<file path="src/rtl/iob_fp_mul_stream.sv">
// Streaming floating-point multiplier with four pipeline stages.
// The stages are unpack/classify, mantissa multiply with exponent add, normalise,
// and round/pack into the output registers. One advance enable moves every stage
// at once. Subnormal inputs are flushed to zero and subnormal results are never produced.
module iob_fp_mul_stream #(
  parameter int DATA_W = 32,
  parameter int EXP_W  = 8
) (
  input  logic              clk_i,
  input  logic              rst_n_i,
  input  logic              valid_i,
  output logic              ready_o,
  input  logic [DATA_W-1:0] op_a_i,
  input  logic [DATA_W-1:0] op_b_i,
  output logic              valid_o,
  input  logic              ready_i,
  output logic [DATA_W-1:0] res_o,
  output logic              overflow_o,
  output logic              underflow_o,
  output logic              invalid_o,
  output logic              inexact_o
);

  localparam int F  = DATA_W - EXP_W - 1;
  localparam int EW = EXP_W + 2;
  localparam int BIAS = (1 << (EXP_W - 1)) - 1;
  localparam logic [EW-1:0] BIAS_X = EW'(BIAS);
  localparam logic signed [EW-1:0] EXP_MAX  = EW'((1 << EXP_W) - 1);
  localparam logic signed [EW-1:0] EXP_ZERO = '0;
  localparam logic [DATA_W-1:0] QNAN = {1'b0, {EXP_W{1'b1}}, 1'b1, {(F-1){1'b0}}};

  // Global advance: the pipeline moves whenever the output slot is free or being drained.
  logic w_en;
  assign w_en    = ~valid_o | ready_i;
  assign ready_o = w_en;

  // ---------------- stage 1: unpack / classify ----------------
  logic             w_a_sign, w_b_sign, w_sign;
  logic [EXP_W-1:0] w_a_exp, w_b_exp;
  logic [F-1:0]     w_a_frac, w_b_frac;
  logic             w_a_nan, w_b_nan, w_a_inf, w_b_inf, w_a_zero, w_b_zero;
  logic             w_spec, w_spec_inv;
  logic [DATA_W-1:0] w_spec_res;

  assign {w_a_sign, w_a_exp, w_a_frac} = op_a_i;
  assign {w_b_sign, w_b_exp, w_b_frac} = op_b_i;
  assign w_sign   = w_a_sign ^ w_b_sign;
  assign w_a_nan  = (&w_a_exp) & (|w_a_frac);
  assign w_b_nan  = (&w_b_exp) & (|w_b_frac);
  assign w_a_inf  = (&w_a_exp) & ~(|w_a_frac);
  assign w_b_inf  = (&w_b_exp) & ~(|w_b_frac);
  // A zero exponent covers both true zeros and flushed subnormals.
  assign w_a_zero = ~(|w_a_exp);
  assign w_b_zero = ~(|w_b_exp);

  // Special-case result selection in priority order: NaN, inf*0, inf, zero.
  always_comb begin
    w_spec     = 1'b0;
    w_spec_inv = 1'b0;
    w_spec_res = '0;
    if (w_a_nan | w_b_nan) begin
      w_spec     = 1'b1;
      w_spec_inv = 1'b1;
      w_spec_res = QNAN;
    end else if ((w_a_inf & w_b_zero) | (w_a_zero & w_b_inf)) begin
      w_spec     = 1'b1;
      w_spec_inv = 1'b1;
      w_spec_res = QNAN;
    end else if (w_a_inf | w_b_inf) begin
      w_spec     = 1'b1;
      w_spec_res = {w_sign, {EXP_W{1'b1}}, {F{1'b0}}};
    end else if (w_a_zero | w_b_zero) begin
      w_spec     = 1'b1;
      w_spec_res = {w_sign, {(DATA_W-1){1'b0}}};
    end
  end

  logic              r_s1_valid, r_s1_sign, r_s1_spec, r_s1_spec_inv;
  logic [EXP_W-1:0]  r_s1_ea, r_s1_eb;
  logic [F:0]        r_s1_ma, r_s1_mb;
  logic [DATA_W-1:0] r_s1_spec_res;

  // Stage 1 register: capture classified operands with hidden bits attached.
  always_ff @(posedge clk_i or negedge rst_n_i) begin
    if (!rst_n_i) begin
      r_s1_valid    <= 1'b0;
      r_s1_sign     <= 1'b0;
      r_s1_spec     <= 1'b0;
      r_s1_spec_inv <= 1'b0;
      r_s1_ea       <= '0;
      r_s1_eb       <= '0;
      r_s1_ma       <= '0;
      r_s1_mb       <= '0;
      r_s1_spec_res <= '0;
    end else if (w_en) begin
      r_s1_valid    <= valid_i;
      r_s1_sign     <= w_sign;
      r_s1_spec     <= w_spec;
      r_s1_spec_inv <= w_spec_inv;
      r_s1_ea       <= w_a_exp;
      r_s1_eb       <= w_b_exp;
      r_s1_ma       <= {1'b1, w_a_frac};
      r_s1_mb       <= {1'b1, w_b_frac};
      r_s1_spec_res <= w_spec_res;
    end
  end

  // ---------------- stage 2: multiply / exponent add ----------------
  logic [2*F+1:0] w_prod;
  logic [EW-1:0]  w_s2_exp;
  assign w_prod   = {{(F+1){1'b0}}, r_s1_ma} * {{(F+1){1'b0}}, r_s1_mb};
  // Two extra exponent bits keep ea+eb-bias from wrapping at either extreme.
  assign w_s2_exp = {2'b00, r_s1_ea} + {2'b00, r_s1_eb} - BIAS_X;

  logic                  r_s2_valid, r_s2_sign, r_s2_spec, r_s2_spec_inv;
  logic signed [EW-1:0]  r_s2_exp;
  logic [2*F+1:0]        r_s2_prod;
  logic [DATA_W-1:0]     r_s2_spec_res;

  // Stage 2 register: raw product and biased exponent sum.
  always_ff @(posedge clk_i or negedge rst_n_i) begin
    if (!rst_n_i) begin
      r_s2_valid    <= 1'b0;
      r_s2_sign     <= 1'b0;
      r_s2_spec     <= 1'b0;
      r_s2_spec_inv <= 1'b0;
      r_s2_exp      <= '0;
      r_s2_prod     <= '0;
      r_s2_spec_res <= '0;
    end else if (w_en) begin
      r_s2_valid    <= r_s1_valid;
      r_s2_sign     <= r_s1_sign;
      r_s2_spec     <= r_s1_spec;
      r_s2_spec_inv <= r_s1_spec_inv;
      r_s2_exp      <= w_s2_exp;
      r_s2_prod     <= w_prod;
      r_s2_spec_res <= r_s1_spec_res;
    end
  end

  // ---------------- stage 3: normalise ----------------
  logic           w_s3_msb;
  logic [2*F+1:0] w_norm;
  logic [EW-1:0]  w_s3_exp;
  assign w_s3_msb = r_s2_prod[2*F+1];
  // Product of two [1,2) mantissas lies in [1,4): at most one left shift aligns it.
  assign w_norm   = w_s3_msb ? r_s2_prod : {r_s2_prod[2*F:0], 1'b0};
  assign w_s3_exp = r_s2_exp + {{(EW-1){1'b0}}, w_s3_msb};

  logic                  r_s3_valid, r_s3_sign, r_s3_spec, r_s3_spec_inv;
  logic                  r_s3_g, r_s3_r, r_s3_s;
  logic signed [EW-1:0]  r_s3_exp;
  logic [F:0]            r_s3_mant;
  logic [DATA_W-1:0]     r_s3_spec_res;

  // Stage 3 register: kept mantissa plus guard, round and sticky bits.
  always_ff @(posedge clk_i or negedge rst_n_i) begin
    if (!rst_n_i) begin
      r_s3_valid    <= 1'b0;
      r_s3_sign     <= 1'b0;
      r_s3_spec     <= 1'b0;
      r_s3_spec_inv <= 1'b0;
      r_s3_g        <= 1'b0;
      r_s3_r        <= 1'b0;
      r_s3_s        <= 1'b0;
      r_s3_exp      <= '0;
      r_s3_mant     <= '0;
      r_s3_spec_res <= '0;
    end else if (w_en) begin
      r_s3_valid    <= r_s2_valid;
      r_s3_sign     <= r_s2_sign;
      r_s3_spec     <= r_s2_spec;
      r_s3_spec_inv <= r_s2_spec_inv;
      r_s3_g        <= w_norm[F];
      r_s3_r        <= w_norm[F-1];
      r_s3_s        <= |w_norm[F-2:0];
      r_s3_exp      <= w_s3_exp;
      r_s3_mant     <= w_norm[2*F+1:F+1];
      r_s3_spec_res <= r_s2_spec_res;
    end
  end

  // ---------------- stage 4: round / pack ----------------
  logic                 w_inc, w_carry, w_rnd_inx;
  logic [F+1:0]         w_mant_rnd;
  logic signed [EW-1:0] w_exp_rnd;
  logic [F-1:0]         w_frac;
  assign w_inc      = r_s3_g & (r_s3_r | r_s3_s | r_s3_mant[0]);
  assign w_mant_rnd = {1'b0, r_s3_mant} + {{(F+1){1'b0}}, w_inc};
  assign w_carry    = w_mant_rnd[F+1];
  assign w_exp_rnd  = r_s3_exp + {{(EW-1){1'b0}}, w_carry};
  // On carry-out the mantissa is exactly 10.00..0, so the shifted fraction is all zeros.
  assign w_frac     = w_carry ? w_mant_rnd[F:1] : w_mant_rnd[F-1:0];
  assign w_rnd_inx  = r_s3_g | r_s3_r | r_s3_s;

  logic [DATA_W-1:0] w_res;
  logic              w_ovf, w_unf, w_inv, w_inx;

  // Final result selection: special case, exponent overflow, underflow, or normal.
  always_comb begin
    w_res = {r_s3_sign, w_exp_rnd[EXP_W-1:0], w_frac};
    w_ovf = 1'b0;
    w_unf = 1'b0;
    w_inv = 1'b0;
    w_inx = w_rnd_inx;
    if (r_s3_spec) begin
      w_res = r_s3_spec_res;
      w_inv = r_s3_spec_inv;
      w_inx = 1'b0;
    end else if (w_exp_rnd >= EXP_MAX) begin
      w_res = {r_s3_sign, {EXP_W{1'b1}}, {F{1'b0}}};
      w_ovf = 1'b1;
      w_inx = 1'b1;
    end else if (w_exp_rnd <= EXP_ZERO) begin
      w_res = {r_s3_sign, {(DATA_W-1){1'b0}}};
      w_unf = 1'b1;
      w_inx = 1'b1;
    end
  end

  logic              r_valid, r_ovf, r_unf, r_inv, r_inx;
  logic [DATA_W-1:0] r_res;

  // Output registers: result and its flags move together, so stalls keep them aligned.
  always_ff @(posedge clk_i or negedge rst_n_i) begin
    if (!rst_n_i) begin
      r_valid <= 1'b0;
      r_res   <= '0;
      r_ovf   <= 1'b0;
      r_unf   <= 1'b0;
      r_inv   <= 1'b0;
      r_inx   <= 1'b0;
    end else if (w_en) begin
      r_valid <= r_s3_valid;
      r_res   <= w_res;
      r_ovf   <= w_ovf;
      r_unf   <= w_unf;
      r_inv   <= w_inv;
      r_inx   <= w_inx;
    end
  end

  assign valid_o     = r_valid;
  assign res_o       = r_res;
  assign overflow_o  = r_ovf;
  assign underflow_o = r_unf;
  assign invalid_o   = r_inv;
  assign inexact_o   = r_inx;

endmodule

</file>
<file path="config.mk">
export PLATFORM = sky130hd
export DESIGN_NAME = iob_fp_mul_stream
export DESIGN_NICKNAME = d
export VERILOG_FILES = /design/src/rtl/iob_fp_mul_stream.sv
export SDC_FILE = /design/constraint.sdc
export NUM_CORES = 2
export LEC_CHECK = 0
export BUFFER_PORTS_ARGS = -buffer_cell sky130_fd_sc_hd__buf_2
export CORE_ASPECT_RATIO = 0.7
export CORE_MARGIN = 2
export CORE_UTILIZATION = 43
export CTS_CLUSTER_DIAMETER = 200
export DETAILED_ROUTE_END_ITERATION = 10
export HOLD_SLACK_MARGIN = 0.15
export PLACE_DENSITY = 0.62
export REMOVE_ABC_BUFFERS = 1
export SLEW_MARGIN = 15
export SYNTH_ARGS = -nofsm -noshare
export SYNTH_HDL_FRONTEND = slang
export SYNTH_SLANG_ARGS = --single-unit
</file>
<file path="constraint.sdc">
create_clock -name clk_i -period 17.66 [get_ports clk_i]
set_input_delay 2.649 -clock clk_i [delete_from_list [all_inputs] [get_ports clk_i]]
set_output_delay 2.649 -clock clk_i [all_outputs]
set_load 0.02 [all_outputs]
</file>
; After elaboration in Yosys (flattened, before gate mapping)
; Index checks and enable logic that the tools add are counted.
[totals]
inputBits = 68
ff_bits = 304
out_inout_bits = 38
word_cells = 93
[op_classes]
magnitude_cmp = 2
n_addsub = 5
bitwise_logic = 22
muxes = 24
multipliers = 1
n_reduce_logical = 7
[ops]
columns = operator, n
row1 = $mux W32, 5
row2 = $mux W31, 2
row3 = $mul A24 B24 Y48, 1
row4 = $mux W48, 1
row5 = $reduce_or A23 Y1, 2
row6 = $add A24 B1 Y25, 1
row7 = $mux W23, 1
row8 = $reduce_or A22 Y1, 1
row9 = $add A10 B1 Y10, 2
row10 = $reduce_and A8 Y1, 2
row11 = $reduce_or A8 Y1, 2
row12 = $mux W1, 15
row13 = $ge A10 B9 Y1 const B, 1
row14 = $le A10 B1 Y1 const B, 1
row15 = $sub A9 B7 Y10 const B, 1
row16 = $add A8 B8 Y9, 1
row17 = $or A1 B1 Y1, 9
row18 = $and A1 B1 Y1, 7
row19 = $not A1 Y1, 5
row20 = $xor A1 B1 Y1, 1

; Logic depth before layout (Yosys ltp)
[logic_depth]
ltp_word = 9
depth_mapped = 27
depth_no_buf = 24

; Worst setup path before layout
; Ideal clock, no wire load.
[synth_timing]
path_kind = register to register
start = register r_s1_mb[3]
end = register r_s2_prod[42]
path_buffers = 2
path_stages_with_launch = 25
arrival_time_ps = 6438
required_time_ps = 17540
path_slack_ps = 11102
setup_time_ps = 120
period_less_slack_ps = 6558
cell_sequence = dfrtp_1 -> clkbuf_1 -> clkbuf_1 -> nand2_1 -> fa_1 -> inv_1 -> fa_1 -> inv_1 -> fa_1 -> fa_1 -> inv_1 -> fa_1 -> fa_1 -> inv_1 -> fa_1 -> inv_1 -> ha_1 -> a21o_1 -> a21o_1 -> a21oi_1 -> o21ai_1 -> a31oi_1 -> a2111oi_4 -> or3_1 -> a31o_1
[synth_via]
elab_chain_cells = 1
[synth_lines]
columns = item, line
row1 = start: declaration, 80  ; logic [F:0] r_s1_ma, r_s1_mb;
row2 = start signal: assignment, 103  ; r_s1_mb <= {1'b1, w_b_frac};
row3 = $mul A24 B24 Y48, 111  ; assign w_prod = {{(F+1){1'b0}}, r_s1_ma} * {{(F+1){1'b0}}, r_s1_mb};
row4 = end signal: assignment, 136  ; r_s2_prod <= w_prod;
row5 = end: declaration, 117  ; logic [2*F+1:0] r_s2_prod;
; No other way between the ends.
; A chain may end at the register's enable or synchronous reset.

; Final worst setup path
[layout_timing]
start = register r_s1_mb[5]
end = register r_s2_prod[40]
; Same word-level chain as after synthesis.

==> impl_metrics.ini <==
[grt]
track_usage_pct = 22.4
antenna_found_initial = 4
grt_pass1_wl_um = 122000
grt_pass1_vias = 21455
grt_max_degree = 196
grt_overflow = 0

[setup_path]
crit_type = register to register
cp.required_ps = 18130
slowest_delay_ps = 1130
slowest_stage = dfrtp_1
critical_path_depth = 21
crit_buf_inv = 5
ff2ff_path_depth = 21
end_kind = register
cp_common_cell = fa_1
worstPathArrival_ps = 7960
startpoint_type = register
critical_path.top_delay_family = adder cells
crit_path_cell_trace = nand2_1, fa_1, inv_1, fa_1, inv_1, fa_1, fa_1, inv_1, fa_1, fa_1, inv_1, fa_1, inv_1, ha_1, nand4_1, nor2_1, nor4b_2, o31a_1, a21boi_4, nor4b_4, nor3_2
crit_fanout = 25

[floorplan]
row_count = 79
die_h_um = 220
core_um2 = 66300
initial_core_util_pct = 43.4
io_pins = 106
die_x_um = 313
dieArea_um2 = 69100

[route]
drc_errors = 0
routed_wl_um = 74800
vias = 21195
drtPass1Iterations = 5
via_per_inst = 5.15
first_iter_violations = 1400
antenna_left = 0
routedWlPerCell_um = 18.2

[final_layout]
layout-drive-gt1-share_pct = 6.79
fin_nets = 3953
mostFrequentLayoutCells = nand2_1, inv_1, fa_1
fin_util_pct = 46.5
layout_commonest_cell = nand2_1
stdcell_count = 4119
areaGrowthSynthToFinish_pct = 7.21

[sta]
tightest_slew_ps = 1190
final.setup.tns_ps = 0
setup_ws_ps = 10170
hold_viol_final = 0
drv_slew = 0
setup_viol = 0
rsz0062_at_grt = no
clock.fmax_mhz = 133
fin_crit_sh_pct = 42.4
slew_headroom_pct = 20.4
finalClockSkew_ps = 20.4
finalCriticalPeriod_ps = 7490

[logic_synthesis]
synth_seq_area_share_pct = 18.5
async_reset_ff_share_pct = 100
synth_area_um2 = 28800
yosys_warnings = 0
syn_area_per_cell_um2 = 8.96
synth_cells = 3213
yosysUniqueCellTypes = 83
synth_edf_count = 0
synth-seq-cells = 213
synthFlopType = dfrtp_1

[clock_network]
cts_num_sinks = 213
cts_max_level = 1
tritoncts = built
postCtsResizedCells = 0
cts_setup_buffers = 0
cts-root-buf = clkbuf_16
cts_buffers = 25
cts.clk_slew.worst_paths_ps = 60
cts_buffer_depth = 3
worstSkewPairLatency_ps = 560
cts-hold-fix-buffers = 0

[place]
port_buffers = 105
gp_congestion = 0.891
place_ws_ps = 10300
post-dp-hpwl_um = 58300
place_inst = 4072

[worst_hold_path]
whs_path_depth = 1
hold_path_class = register to register

[job]
drv_cap = 0

[status]
status = complete, no violations
==> cells in the mapped netlist (3+ instances only) <==
cell type,number,area share [%]
a21oi_1,90,1.6
buf_2,9,0.16
a221o_1,7,0.24
nand4_1,31,0.67
o21ai_1,11,0.19
and4_1,4,0.12
o21a_1,7,0.18
ha_1,194,8.4
and2_1,293,6.4
nor4_1,20,0.43
o21ai_2,12,0.37
nor3_1,12,0.21
o21ai_0,71,1.2
or4_1,3,0.078
nand2_1,660,8.6
o21bai_1,7,0.18
o221ai_1,4,0.12
nand3_1,25,0.43
and3_1,11,0.24
o211ai_1,8,0.21
nor2_1,91,1.2
dfrtp_1,213,19
mux2i_1,29,1.0
nor3_2,4,0.14
clkbuf_1,145,1.9
buf_1,11,0.14
o31ai_1,4,0.10
fa_1,483,34
a22o_1,10,0.30
inv_1,563,7.3
xnor2_1,42,1.3
xor2_1,37,1.1
nand2b_1,3,0.065
a21o_1,27,0.70
nor2b_1,5,0.11
a31oi_1,9,0.20
==> registers in the layout, indices dropped and copies added (netlist names), 3 cells and up <==
signal and flops:
r_s1_ea 8, r_s1_ma 24, r_s2_exp 10, r_s1_mb 23
r_s1_spec_res 3, r_s2_spec_res 3, res_o 32, r_s3_spec_res 3
r_s3_exp 10, r_s3_mant 24, r_s2_prod 48, r_s1_eb 8
==> layout make-up <==
cell class / instances / area (um2)
multi-input cells: 2269 / 20700
diodes: 2 / 5.00
fillers: 6439 / 35500
repair buffers: 135 / 773
well taps: 891 / 1110
flip-flops and latches: 213 / 5330
clock buffers: 35 / 713
clock inverters: 10 / 104
inverters: 564 / 2120
==> worst paths after layout <==
| check | slack, ps | startpoint | endpoint |
|---|---|---|---|
| worst max-delay path | 10170 | r_s1_mb[5] | r_s2_prod[40] |
| worst min-delay path | 460 | r_s3_valid | valid_o |
| worst max register to register | 10170 | r_s1_mb[5] | r_s2_prod[40] |
| worst min register to register | 460 | r_s3_valid | valid_o |
| max in group asynchronous | 13440 | rst_n_i | r_s1_ma[14] |
| min in group asynchronous | 2120 | rst_n_i | r_s1_ea[4] |
==> worst register-to-register path: cells and delay by family, from the launching register on <==
family,cells,cell delay [ps]
AND/OR/NAND/NOR,6,1540
AO/OA/AOI/OAI,2,510
adder cells (fa/ha/maj),8,3970
buffers and inverters,5,260
flip-flops,1,1130
==> stage by stage <==
stage	instance area, um2	hold WS [ps]
3_3_place_gp	30000	440
4_1_cts	30900	457
5_1_grt	30900	488
2_1_floorplan	28100	430
3_5_place_dp	30000	445
6_report	30900	458
==> cell families after synthesis <==
logic type	share of synthesized area, %
DFF	18.5
xor gates and xnor gates	2.40
muxes	1.05
adders and majority gates	42.0
AOI/OAI and AO/OA	7.04
buffers and inverters	9.62
and+or+nand+nor	19.4
==> routing by layer <==
layer | up-vias | track usage [%] | share of wire (%)
li1 | 9820 | - | -
met1 | 10774 | 35.0 | 49
met2 | 542 | 33.3 | 43
met3 | 59 | 3.32 | 6.6
met4 | 0 | 3.99 | 1.7
met5 | - | 0 | 0
Power is not shown: default switching activity piles up to over one toggle a cycle in this logic, so the estimate is an artifact.
